## src/rtl/pq_pkg.sv

```systemverilog
// pq_pkg: shared widths, key/value pair type and adapter state encoding.
package pq_pkg;
  localparam int KEY_WIDTH = 8;
  localparam int VAL_WIDTH = 8;
  localparam int KV_WIDTH = KEY_WIDTH + VAL_WIDTH;
  typedef struct packed {
    logic [KEY_WIDTH-1:0] key;
    logic [VAL_WIDTH-1:0] val;
  } kv_t;
  typedef enum logic {RUN, FLUSH} adapter_state_t;
endpackage

```

## src/rtl/sync_fifo.sv

```systemverilog
// sync_fifo: power-of-two circular buffer with occupancy level; head reads as zero when empty.
module sync_fifo #(
  parameter int W = 16,
  parameter int D = 4,
  localparam int AW = $clog2(D)
) (
  input  logic          clk,
  input  logic          rst_n,
  input  logic          push,
  input  logic          pop,
  input  logic [W-1:0]  din,
  output logic [W-1:0]  dout,
  output logic [AW:0]   level,
  output logic          full,
  output logic          empty
);
  logic [W-1:0] mem [D];
  logic [AW-1:0] wr, rd;
  always_ff @(posedge clk or negedge rst_n)
    if (!rst_n) begin
      wr <= '0;
      rd <= '0;
      level <= '0;
    end else begin
      if (push) wr <= wr + 1'b1;
      if (pop) rd <= rd + 1'b1;
      level <= level + (AW+1)'(push) - (AW+1)'(pop);
    end
  always_ff @(posedge clk)
    if (push) mem[wr] <= din;
  assign full = level == (AW+1)'(D);
  assign empty = level == '0;
  assign dout = empty ? '0 : mem[rd];
endmodule

```

## src/rtl/pq_stream_adapter.sv

```systemverilog
// pq_stream_adapter: valid/ready front end around the shift-register priority queue.
// Enqueues from an input FIFO, dequeues into a one-entry output register, supports full drain.
module pq_stream_adapter #(
  parameter int KEY_WIDTH = pq_pkg::KEY_WIDTH,
  parameter int VAL_WIDTH = pq_pkg::VAL_WIDTH,
  parameter int FIFO_DEPTH = 4
) (
  input  logic                            clk,
  input  logic                            rst_n,
  input  logic                            in_valid,
  output logic                            in_ready,
  input  logic [KEY_WIDTH+VAL_WIDTH-1:0]  in_kv,
  input  logic                            flush,
  output logic                            flush_done,
  output logic [KEY_WIDTH+VAL_WIDTH-1:0]  pq_kvi,
  output logic                            pq_enq,
  output logic                            pq_deq,
  input  logic [KEY_WIDTH+VAL_WIDTH-1:0]  pq_kvo,
  input  logic                            pq_full,
  input  logic                            pq_empty,
  output logic                            out_valid,
  input  logic                            out_ready,
  output logic [KEY_WIDTH+VAL_WIDTH-1:0]  out_kv,
  output logic [$clog2(FIFO_DEPTH):0]     fifo_level
);
  import pq_pkg::*;
  localparam int KV = KEY_WIDTH + VAL_WIDTH;
  adapter_state_t state, state_d;
  logic fifo_full, fifo_empty, out_free, run;
  assign run = state == RUN;
  assign in_ready = run & !fifo_full;
  assign out_free = !out_valid | out_ready;
  // Enqueue wins; dequeue waits for the FIFO to empty so bursts get sorted first.
  always_comb begin
    pq_enq = rst_n & run & !fifo_empty & !pq_full;
    pq_deq = rst_n & !pq_enq & !pq_empty & out_free & (!run | fifo_empty | pq_full);
    flush_done = !run & pq_empty;
    state_d = run ? (flush ? FLUSH : RUN) : (flush_done ? RUN : FLUSH);
  end
  sync_fifo #(.W(KV), .D(FIFO_DEPTH)) u_fifo (
    .clk   (clk),
    .rst_n (rst_n),
    .push  (in_valid & in_ready),
    .pop   (pq_enq),
    .din   (in_kv),
    .dout  (pq_kvi),
    .level (fifo_level),
    .full  (fifo_full),
    .empty (fifo_empty)
  );
  always_ff @(posedge clk or negedge rst_n)
    if (!rst_n) begin
      state <= RUN;
      out_valid <= 1'b0;
      out_kv <= '0;
    end else begin
      state <= state_d;
      if (pq_deq) begin
        out_valid <= 1'b1;
        out_kv <= pq_kvo;
      end else if (out_ready) out_valid <= 1'b0;
    end
endmodule

```

## config.mk

```make
export PLATFORM = sky130hd
export DESIGN_NAME = pq_stream_adapter
export DESIGN_NICKNAME = d
export VERILOG_FILES = /design/src/rtl/pq_pkg.sv /design/src/rtl/sync_fifo.sv /design/src/rtl/pq_stream_adapter.sv
export SDC_FILE = /design/constraint.sdc
export NUM_CORES = 1
export LEC_CHECK = 0
export ABC_AREA = 1
export CAP_MARGIN = 25
export CORE_ASPECT_RATIO = 0.75
export CORE_MARGIN = 2
export CORE_UTILIZATION = 46
export DETAILED_ROUTE_END_ITERATION = 12
export GPL_ROUTABILITY_DRIVEN = 0
export PLACE_DENSITY = 0.87
export SYNTH_ARGS = -nofsm -noshare
export SYNTH_HDL_FRONTEND = slang
export SYNTH_HIERARCHICAL = 1
export SYNTH_SLANG_ARGS = --single-unit
```

## constraint.sdc

```tcl
create_clock -name clk -period 2.5 [get_ports clk]
set_input_delay 0.5 -clock clk [delete_from_list [all_inputs] [get_ports clk]]
set_output_delay 0.5 -clock clk [all_outputs]
set_load 0.05 [all_outputs]
```

## Yosys cells after proc, flatten, opt, wreduce, memory -nomap -nowiden

Memory sizes are Yosys's and may differ from the RTL's.
Cells that the tools add are included.

| storage, ports and cells | value |
|---|---|
| register bits after elaboration | 25 |
| bits in writable memories | 64 |
| input port bits | 39 |
| logic and storage cells | 42 |
| memories kept | 1 |

Memories:

| memory | depth | width | rd ports | clocked after Yosys merged registers in | wr ports | line | text |
|---|---|---|---|---|---|---|---|
| u_fifo.mem | 4 | 16 | 1 | 0 | 1 | sync_fifo.sv:17 | `logic [W-1:0] mem [D];` |

| operators by class | value |
|---|---|
| add/sub/neg operators | 4 |
| equality and inequality tests | 1 |
| muxes and demuxes | 8 |
| bitwise logic cells | 14 |
| reductions and logical operators | 8 |

Operators by type and width:

| cell | count |
|---|---|
| $mux 16 | 1 |
| $and 1x1->1 | 10 |
| $mux 1 | 7 |
| $logic_not 1->1 | 6 |
| $add 2x1->2 const B | 2 |
| $add 3x1->3 | 1 |
| $eq 3x3->1 const B | 1 |
| $logic_not 3->1 | 1 |
| $or 1x1->1 | 3 |
| $sub 3x1->3 | 1 |
| $reduce_bool 2->1 | 1 |
| $not 1->1 | 1 |

## Longest topological paths before layout

Gate-level depths: netlist of the first run.

| depth | value |
|---|---|
| word-level depth | 10 |
| gate-level depth with buffers | 14 |
| mapped depth without buffers | 12 |

## By module

Netlist of the first run, hierarchy kept.

By module, submodules not included:

| module | times used | cells each | area each (um^2) | sequential area each (um^2) |
|---|---|---|---|---|
| sync_fifo | 1 | 295 | 3199.3 | 2097.0 |
| pq_stream_adapter | 1 | 91 | 792.0 | 450.4 |

## Least setup slack after synthesis of the first run

OpenSTA, ideal clock, no wires.

| timing | value |
|---|---|
| path kind | reg-to-reg |
| start | reg u_fifo.level[1] |
| end | reg u_fifo.level[2] |
| library setup time | 120 ps |
| arrival | 3379 ps |
| path slack | -999 ps |
| cell stages (with the launch flop) | 15 |
| buffers on the path | 2 |
| path through | dfrtp_1 > nor3_4 > buf_8 > nor2_1 > nand2_4 > buf_4 > nor2_1 > ha_1 > inv_1 > ha_1 > fa_1 > xnor2_1 > inv_1 > nand2_1 > nand2_1 |

RTL lines:

| item | line | text |
|---|---|---|
| from (decl) | sync_fifo.sv:13 | `output logic [AW:0] level,` |
| from (signal assigned) | sync_fifo.sv:27 | `level <= level + (AW+1)'(push) - (AW+1)'(pop);` |
| $logic_not 3->1 | sync_fifo.sv:32 | `assign empty = level == '0;` |
| net fifo_empty | pq_stream_adapter.sv:29 | `logic fifo_full, fifo_empty, out_free, run;` |
| $logic_not 1->1 | pq_stream_adapter.sv:35 | `pq_enq = rst_n & run & !fifo_empty & !pq_full;` |
| $and 1x1->1 (2 in a row) | pq_stream_adapter.sv:35 |  |
| net pq_enq | pq_stream_adapter.sv:16 | `output logic pq_enq,` |
| $sub 3x1->3 | sync_fifo.sv:27 |  |

The timed path passes the listed nets, and every way through them passes these cells.
A chain may end at the register's enable or synchronous reset.

## Worst setup path after layout of the first run

| timing | value |
|---|---|
| start | reg u_fifo.level[2] |
| end | out in_ready |

| on the way | value |
|---|---|
| cells in the longest elaborated chain, start to end | 3 |

RTL lines:

| item | line | text |
|---|---|---|
| $eq 3x3->1 | sync_fifo.sv:31 | `assign full = level == (AW+1)'(D);` |
| net fifo_full | pq_stream_adapter.sv:29 |  |
| $logic_not 1->1 | pq_stream_adapter.sv:31 | `assign in_ready = run & !fifo_full;` |
| $and 1x1->1 | pq_stream_adapter.sv:31 |  |
| to (decl) | pq_stream_adapter.sv:11 | `output logic in_ready,` |

The timed path passes the listed nets, and every way through them passes these cells.

==> impl_metrics.toml, run 1 <==
[worst_setup_path]
cp_slowest_cell = "clkdlybuf4s50_1"
critPathLaunchType = "flip-flop"
worstPathArrival_ns = 1.90
crit_path_max_fanout = 4
critical_path_class = "flip-flop to output port"
required_ns = 2.00
crit_chain = "nor3b_1, nor2_1, clkdlybuf4s50_1"
cp-end-kind = "output port"
slowest_delay_ns = 0.84

[hold_path]
hold_path.class = "flip-flop to flip-flop"

[power_and_ir_drop]
pwr_density_cell_mw_per_mm2 = 1290
p_leak_uw = 0.00246
total_power_uw = 6960
peakVddDrop_uv = 973

[die]
io-pin-count = 79
die_w_um = 112
die_h_um = 84.7
start_util = 0.472
coreArea_mm2 = 0.00845
rows = 29
die-area_mm2 = 0.00945

[cells_and_area]
drive_gt1_frac = 0.147
syn_to_final_growth_pct = 35.0
n_antenna_cell = 0
final_common_cell = "nand2_1"
mostFrequentLayoutCells = "nand2_1, inv_1, edfxtp_1"
final_util = 0.637
fin_area_mm2 = 0.00539
fill_cells = 607
final_nets = 523

[synth]
ys_ff_latch = 89
yosysUniqueCellTypes = 24
synthesis.nets = 432
avgSynthCellArea_um2 = 10.3
syn_inst = 386
ys_seq_area_frac = 0.638
yosysWarnings = 6
synthesis.area_mm2 = 0.00399

[clocking]
ctsHtreeMaxLevel = 3
clock_sinks = 89
ctsLongestPathBuffers = 2
post_cts_buffers = 0
numCtsBuffers = 9
hold_buffers = 0
path_clk_slew_ns = 0.06
cts-root-buf = "clkbuf_16"
cts_tree = "built"
cts.repair.resized = 0
worstSkewPairLatency_ns = 0.33

[sta]
worst_slew_pin_slew_ns = 0.540
fin_skew_ns = 0.00518
setup_viol = 0
post-route-min-period_ns = 2.40
finalHoldViolCount = 0
final.period_utilization = 0.961
holdWs_ns = 0.470
slew_headroom = 0.639
rsz0062_at_grt = "no"
fmax_mhz = 416
timing.final.ws_setup_ns = 0.0972
drv_slew = 0

[drt]
drc = 0
num_vias = 2937
wl_per_cell_um = 15.8
first_iter_violations = 142
first_pass_iters = 4
wl_mm = 9.33
antenna_left = 0
vias_per_cell = 4.98

[global_routing]
grt_max_degree = 33
antenna_found_initial = 0
grt_pass1_vias = 3084
grt_remaining_overflow = 0
grt_pass1_wl_mm = 14.9
grt.total_usage = 0.205

[place]
dp_hpwl_mm = 6.29
placed_area_mm2 = 0.00512
pre_cts_ws_ns = -0.0194
portBuffers = 78

[run_status]
status = "completed"

[job]
maxCapViolCount = 0
layout make-up:
type | count | area (um2) | share of cell area
flip-flops and latches | 89 | 2550 | 0.473
repair buffers | 95 | 1100 | 0.204
multi-input cells | 198 | 1020 | 0.190
inverters | 84 | 318 | 0.0590
clock buffers | 15 | 258 | 0.0478
well taps | 108 | 135 | 0.0251
clock inverters | 1 | 5.00 | 0.000929
power by group:
part,leakage [uW],internal [uW],switching [uW]
Sequential,0.000882,1830,157
Clock,0.000128,701,496
Combinational,0.00146,1460,2310
worst paths after layout:
| check | slack, ns | from | depth (start not counted) | to |
|---|---|---|---|---|
| worst max-delay path | 0.1 | u_fifo/level[2] | 3 | in_ready |
| worst min-delay path | 0.47 | out_kv[2] | 2 | out_kv[2] |
| worst max register to register | 0.27 | u_fifo/level[2] | 12 | u_fifo/level[2] |
| worst min register to register | 0.47 | out_kv[2] | 2 | out_kv[2] |
| max in group asynchronous | 1.63 | rst_n | 2 | u_fifo/level[2] |
| min in group asynchronous | 0.59 | rst_n | 2 | out_kv[13] |
critical path: cells and delay by family, from the launching register on:
kind | cells | cell delay [ns]
buf+inv | 1 | 0.84
flops | 1 | 0.46
simple gates | 2 | 0.27
cell families after synthesis:
logic type,share of synthesized area
adders and majority gates,0.0238
AOI/OAI and AO/OA,0.0298
buffers and inverters,0.112
and+or+nand+nor,0.187
xor gates and xnor gates,0.00878
DFF,0.638
cells in the mapped netlist:
| cell | instances | area share |
|---|---|---|
| buf_4 | 2 | 0.0038 |
| xor2_1 | 3 | 0.0066 |
| nor2_1 | 7 | 0.0066 |
| nand2_1 | 109 | 0.10 |
| a21oi_1 | 7 | 0.0088 |
| buf_8 | 1 | 0.0038 |
| fa_1 | 1 | 0.0050 |
| dfrtp_1 | 25 | 0.16 |
| a21oi_2 | 9 | 0.020 |
| o21ai_0 | 1 | 0.0013 |
| xnor2_1 | 1 | 0.0022 |
| buf_6 | 7 | 0.020 |
| nand2_4 | 1 | 0.0028 |
| nor3_4 | 1 | 0.0041 |
| nand3_1 | 48 | 0.060 |
| clkbuf_1 | 1 | 0.00094 |
| ha_1 | 6 | 0.019 |
| nor2_4 | 1 | 0.0028 |
| nand3_4 | 1 | 0.0044 |
| nor3b_1 | 2 | 0.0038 |
| buf_2 | 4 | 0.0050 |
| inv_2 | 3 | 0.0028 |
| edfxtp_1 | 64 | 0.48 |
| inv_1 | 81 | 0.076 |
state kept, by name, indices dropped and copies added, names as in the netlist:
signal,flops
out_kv,16
u_fifo/rd,2
u_fifo/wr,2
u_fifo/mem,64
state,1
u_fifo/level,3
out_valid,1
stage by stage:
step	TNS (ns)	instances
4_1_cts	0	590
6_report	0	590
3_3_place_gp	0	574
5_1_grt	0	590
2_1_floorplan	-0.281	386
3_5_place_dp	-0.0194	574
routing by layer:
metal,vias up,GRT usage,routed length [um]
li1,1387,-,-
met1,1438,0.247,3700
met2,96,0.370,4990
met3,16,0.0469,468
met4,0,0.0662,174
met5,-,0,0
No activity file was read; power rests on OpenSTA's default activity.
==> inputs of run 2 (changes only) <==
- GPL_TIMING_DRIVEN: unset -> 0
==> impl_metrics.toml, run 2 (synthesis results as in run 1) <==
[die]
die-area_mm2 = 0.00945
start_util = 0.472
rows = 29
coreArea_mm2 = 0.00845
io-pin-count = 79
die_w_um = 112
die_h_um = 84.7

[worst_setup_path]
rrSetupSlack_ns = 0.06
critPathLaunchType = "flip-flop"
worstRegToRegCells = 14
reg2reg_to = "u_fifo/level[2]"
required_ns = 2.00
crit_path_max_fanout = 10
critical_path_class = "flip-flop to output port"
r2r-start = "u_fifo/level[0]"
worstPathArrival_ns = 1.95
cp-end-kind = "output port"

[sta]
fmax_mhz = 409
timing.final.ws_setup_ns = 0.0545
finalHoldViolCount = 0
slew_headroom = 0.439
fin_skew_ns = 0.00793
final.period_utilization = 0.978
rsz0062_at_grt = "yes"
setup_viol = 0
drv_slew = 0
worst_slew_pin_slew_ns = 0.840
post-route-min-period_ns = 2.45

[global_routing]
grt_max_degree = 22
grt_pass1_vias = 3043
antenna_found_initial = 0
grt.total_usage = 0.210
grt_remaining_overflow = 0
grt_pass1_wl_mm = 15.0

[place]
dp_hpwl_mm = 6.23
placed_area_mm2 = 0.00496
portBuffers = 78
pre_cts_ws_ns = -0.912

[clocking]
ctsLongestPathBuffers = 2
cts_tree = "built"
path_clk_slew_ns = 0.07
numCtsBuffers = 9
cts-root-buf = "clkbuf_16"
clock_sinks = 89
worstSkewPairLatency_ns = 0.34
ctsHtreeMaxLevel = 3

[job]
maxCapViolCount = 0

[cells_and_area]
largest_register_ffs = 64
top_register = "u_fifo/mem"
reg_top3 = "u_fifo/mem x64, out_kv x16, u_fifo/level x3"
fill_cells = 629
drive_gt1_frac = 0.150
mostFrequentLayoutCells = "nand2_1, inv_1, edfxtp_1"
final_nets = 528
n_antenna_cell = 0
final_common_cell = "nand2_1"
fin_area_mm2 = 0.00528
syn_to_final_growth_pct = 32.2

[drt]
wl_mm = 9.52
drc = 0
first_iter_violations = 198
vias_per_cell = 4.93
num_vias = 2934
wl_per_cell_um = 16.0
first_pass_iters = 4
antenna_left = 0

[run_status]
status = "completed"

[power_and_ir_drop]
p_leak_uw = 0.00246
pwr_density_cell_mw_per_mm2 = 1250
peakVddDrop_uv = 601

[hold_path]
hold_path.class = "input port to async pin"
-- run 2: cell count changes in the layout (fill, tap and decap cells not counted), moves of 4 or more --
cell / delta
buf_12: -17
buf_2: +4
buf_4: -11
buf_6: +7
clkbuf_1: -4
clkbuf_2: +10
dlygate4sd2_1: +4
-- run 2: final cells by class --
cell class | count | area [um2] | area share
clock inverters | 7 | 78.8 | 0.0149
well taps | 108 | 135 | 0.0256
repair buffers | 85 | 807 | 0.153
multi-input cells | 198 | 1020 | 0.194
clock buffers | 9 | 225 | 0.0427
flip-flops and latches | 89 | 2550 | 0.484
plain buffers | 15 | 140 | 0.0266
inverters | 84 | 315 | 0.0598
-- run 2: what timing repair did --
action                                  in CTS  in global routing
pin swaps                                    3                  3
buffers inserted                             4                  2
endpoints found under the setup margin      20                 16
hold buffers                                 0                  0
resized for setup                           31                 24
-- run 2: where the power goes --
group / total (uW) / internal (uW) / switching (uW)
clock network: 1350 / 785 / 569
registers: 1960 / 1840 / 125
logic: 3270 / 991 / 2280
total: 6580 / 3610 / 2970
-- run 2: worst max path at each step --
stage                    start         endpoint  slack [ns]  cells after the start
5_1_grt        u_fifo/level[0]  u_fifo/level[2]       -0.07                     14
6_report          u_fifo/rd[1]       pq_kvi[11]        0.05                      6
4_1_cts           u_fifo/rd[1]       pq_kvi[14]       0.002                      6
3_5_place_dp             rst_n           pq_deq       -0.91                      8
2_1_floorplan  u_fifo/level[2]  u_fifo/level[2]       -0.22                     14
3_3_place_gp             rst_n           pq_deq       -1.45                      7
-- run 2: critical path, stage by stage (launching register included) --
cell	delay [ns]
dfrtp_1	0.37
buf_6	0.14
inv_2	0.14
buf_6	0.18
nand3_1	0.11
a21oi_2	0.15
clkdlybuf4s15_1	0.50
-- run 2: through the flow --
step	instances	TNS [ns]	total power, uW	util	hold WS [ns]
CTS	593	0	6610	0.626	0.0859
global placement	572	-10.10	5200	0.585	0.455
detailed placement	573	-9.02	5310	0.586	0.458
global route	595	-0.0725	6880	0.624	0.0911
floorplan	386	-0.281	4250	-	0.204
finish	595	0	6580	0.624	0.100
-- run 2: per-layer routing --
metal  GRT usage  up-vias  part of all wire
met1       0.248     1415              0.40
li1            -     1402                 -
met5           0        -                 0
met3      0.0505       21             0.050
met4      0.0943        0             0.027
met2       0.368       96              0.52
==> inputs of run 3 (changes only) <==
- SETUP_SLACK_MARGIN: unset -> 0.05
==> impl_metrics.toml, run 3 (synthesis results as in run 1) <==
[drt]
antenna_left = 0
wl_met1_mm = 3.85
drc = 0
num_vias = 2926
highest_layer = "met4"
wl_per_cell_um = 16.0
wl_met2_mm = 5.09
first_pass_iters = 4
wl_mm = 9.57
wl_met3_um = 470
first_iter_violations = 206
vias_per_cell = 4.90

[die]
rows = 29
start_util = 0.472
die-area_mm2 = 0.00945
coreArea_mm2 = 0.00845
io-pin-count = 79
die_h_um = 84.7
die_w_um = 112

[cells_and_area]
reg_top3 = "u_fifo/mem x64, out_kv x16, u_fifo/level x3"
mostFrequentLayoutCells = "nand2_1, inv_1, edfxtp_1"
fill_cells = 634
largest_register_ffs = 64
final_nets = 530
n_antenna_cell = 0
top_register = "u_fifo/mem"
final_common_cell = "nand2_1"
drive_gt1_frac = 0.168
syn_to_final_growth_pct = 32.9
fin_area_mm2 = 0.00530
final_util = 0.627

[worst_setup_path]
critical_path_class = "flip-flop to flip-flop"
critical_path_buf_inv_count = 4
cp_slowest_cell = "dfrtp_2"
critPathLaunchType = "flip-flop"
cp-end-kind = "flip-flop"
slowest_delay_ns = 0.42
crit_path_max_fanout = 4
worstPathArrival_ns = 2.67
rrSetupSlack_ns = 0.06
crit_chain = "nor3_4, buf_8, nor2_4, nand2_4, buf_8, nor2_4, ha_4, inv_2, ha_2, fa_2, xnor2_2, inv_1, nand2_1, nand2_1"
required_ns = 2.73
critPathTopFamily = "adder cells"

[sta]
slew_headroom = 0.457
post-route-min-period_ns = 2.44
worst_slew_pin_slew_ns = 0.814
rsz0062_at_grt = "yes"
final.period_utilization = 0.976
fmax_mhz = 410
finalHoldViolCount = 0
fin_skew_ns = 0.00663
drv_slew = 0
setup_viol = 0

[clocking]
path_clk_slew_ns = 0.07
cts_tree = "built"
cts-root-buf = "clkbuf_16"
clock_sinks = 89
numCtsBuffers = 9
ctsHtreeMaxLevel = 3
ctsLongestPathBuffers = 2
hold_buffers = 0
worstSkewPairLatency_ns = 0.33

[global_routing]
grt.total_usage = 0.208
grt_max_degree = 22
grt_pass1_vias = 3066
grt_pass1_wl_mm = 15.0
antenna_found_initial = 0
grt_remaining_overflow = 0

[job]
maxCapViolCount = 0

[place]
dp_hpwl_mm = 6.23
placed_area_mm2 = 0.00496
portBuffers = 78

[power_and_ir_drop]
peakVddDrop_uv = 633
pwr_density_cell_mw_per_mm2 = 1250
p_leak_uw = 0.00244
total_power_uw = 6610

[hold_path]
hold_path.class = "input port to async pin"

[run_status]
status = "completed"
## run 3: changes by cell type in the layout (fill, tap and decap cells not counted), moves of 2 or more
cell and change:
clkbuf_2 -2, buf_4 +3, dlygate4sd2_1 -2, clkdlybuf4s15_2 +5, dlymetal6s2s_1 -2
## run 3: routing by layer
metal,vias up,track usage
li1,1405,-
met4,0,0.0887
met3,12,0.0505
met5,-,0
met1,1425,0.248
met2,84,0.365
## run 3: repair_timing
action	4_1_cts	5_1_grt
pin swaps	3	4
gates cloned	0	0
endpoints found under the hold margin	0	0
endpoints found under the setup margin	21	12
setup buffers	4	4
gates resized for setup	47	21
## run 3: power breakdown
part | internal (uW) | total (uW) | switching, uW | leakage, uW
registers | 1840 | 1960 | 126 | 0.000882
logic | 1020 | 3300 | 2280 | 0.00141
clock network | 785 | 1350 | 567 | 0.000146
total | 3640 | 6610 | 2970 | 0.00244
## run 3: worst register-to-register path: stages (launching register included)
cell and delay [ns]:
dfrtp_2 0.42, nor3_4 0.28, buf_8 0.15, nor2_4 0.03, nand2_4 0.10, buf_8 0.12
nor2_4 0.05, ha_4 0.27, inv_2 0.03, ha_2 0.17, fa_2 0.37, xnor2_2 0.20
inv_1 0.06, nand2_1 0.05, nand2_1 0.04
## run 3: area by class of cell
cell class              instances  area, um2  area share
flip-flops and latches         89       2550       0.481
multi-input cells             198       1040       0.196
repair buffers                 87        818       0.154
inverters                      84        315      0.0595
clock buffers                   9        225      0.0425
plain buffers                  15        140      0.0264
well taps                     108        135      0.0255
clock inverters                 7       78.8      0.0149
## run 3: stage by stage
| stage | setup WS (ns) | setup TNS [ns] | std cells | hold slack, ns |
|---|---|---|---|---|
| 2_1_floorplan | -0.217 | -0.281 | 386 | 0.204 |
| 6_report | 0.0612 | 0 | 597 | 0.0999 |
| 4_1_cts | 0.0288 | 0 | 593 | 0.0859 |
| 5_1_grt | -0.0275 | -0.0275 | 597 | 0.0911 |
| 3_5_place_dp | -0.912 | -9.02 | 573 | 0.458 |
| 3_3_place_gp | -1.45 | -10.10 | 572 | 0.455 |
## run 3: worst paths after layout
kind	end	cells past startpoint	startpoint
min in group clk	out_kv[15]	2	out_kv[15]
worst max-delay path	u_fifo/level[2]	14	u_fifo/level[0]
worst max register to register	u_fifo/level[2]	14	u_fifo/level[0]
worst min-delay path	out_kv[15]	1	rst_n
max in group asynchronous	u_fifo/level[0]	2	rst_n
worst min register to register	out_kv[15]	2	out_kv[15]
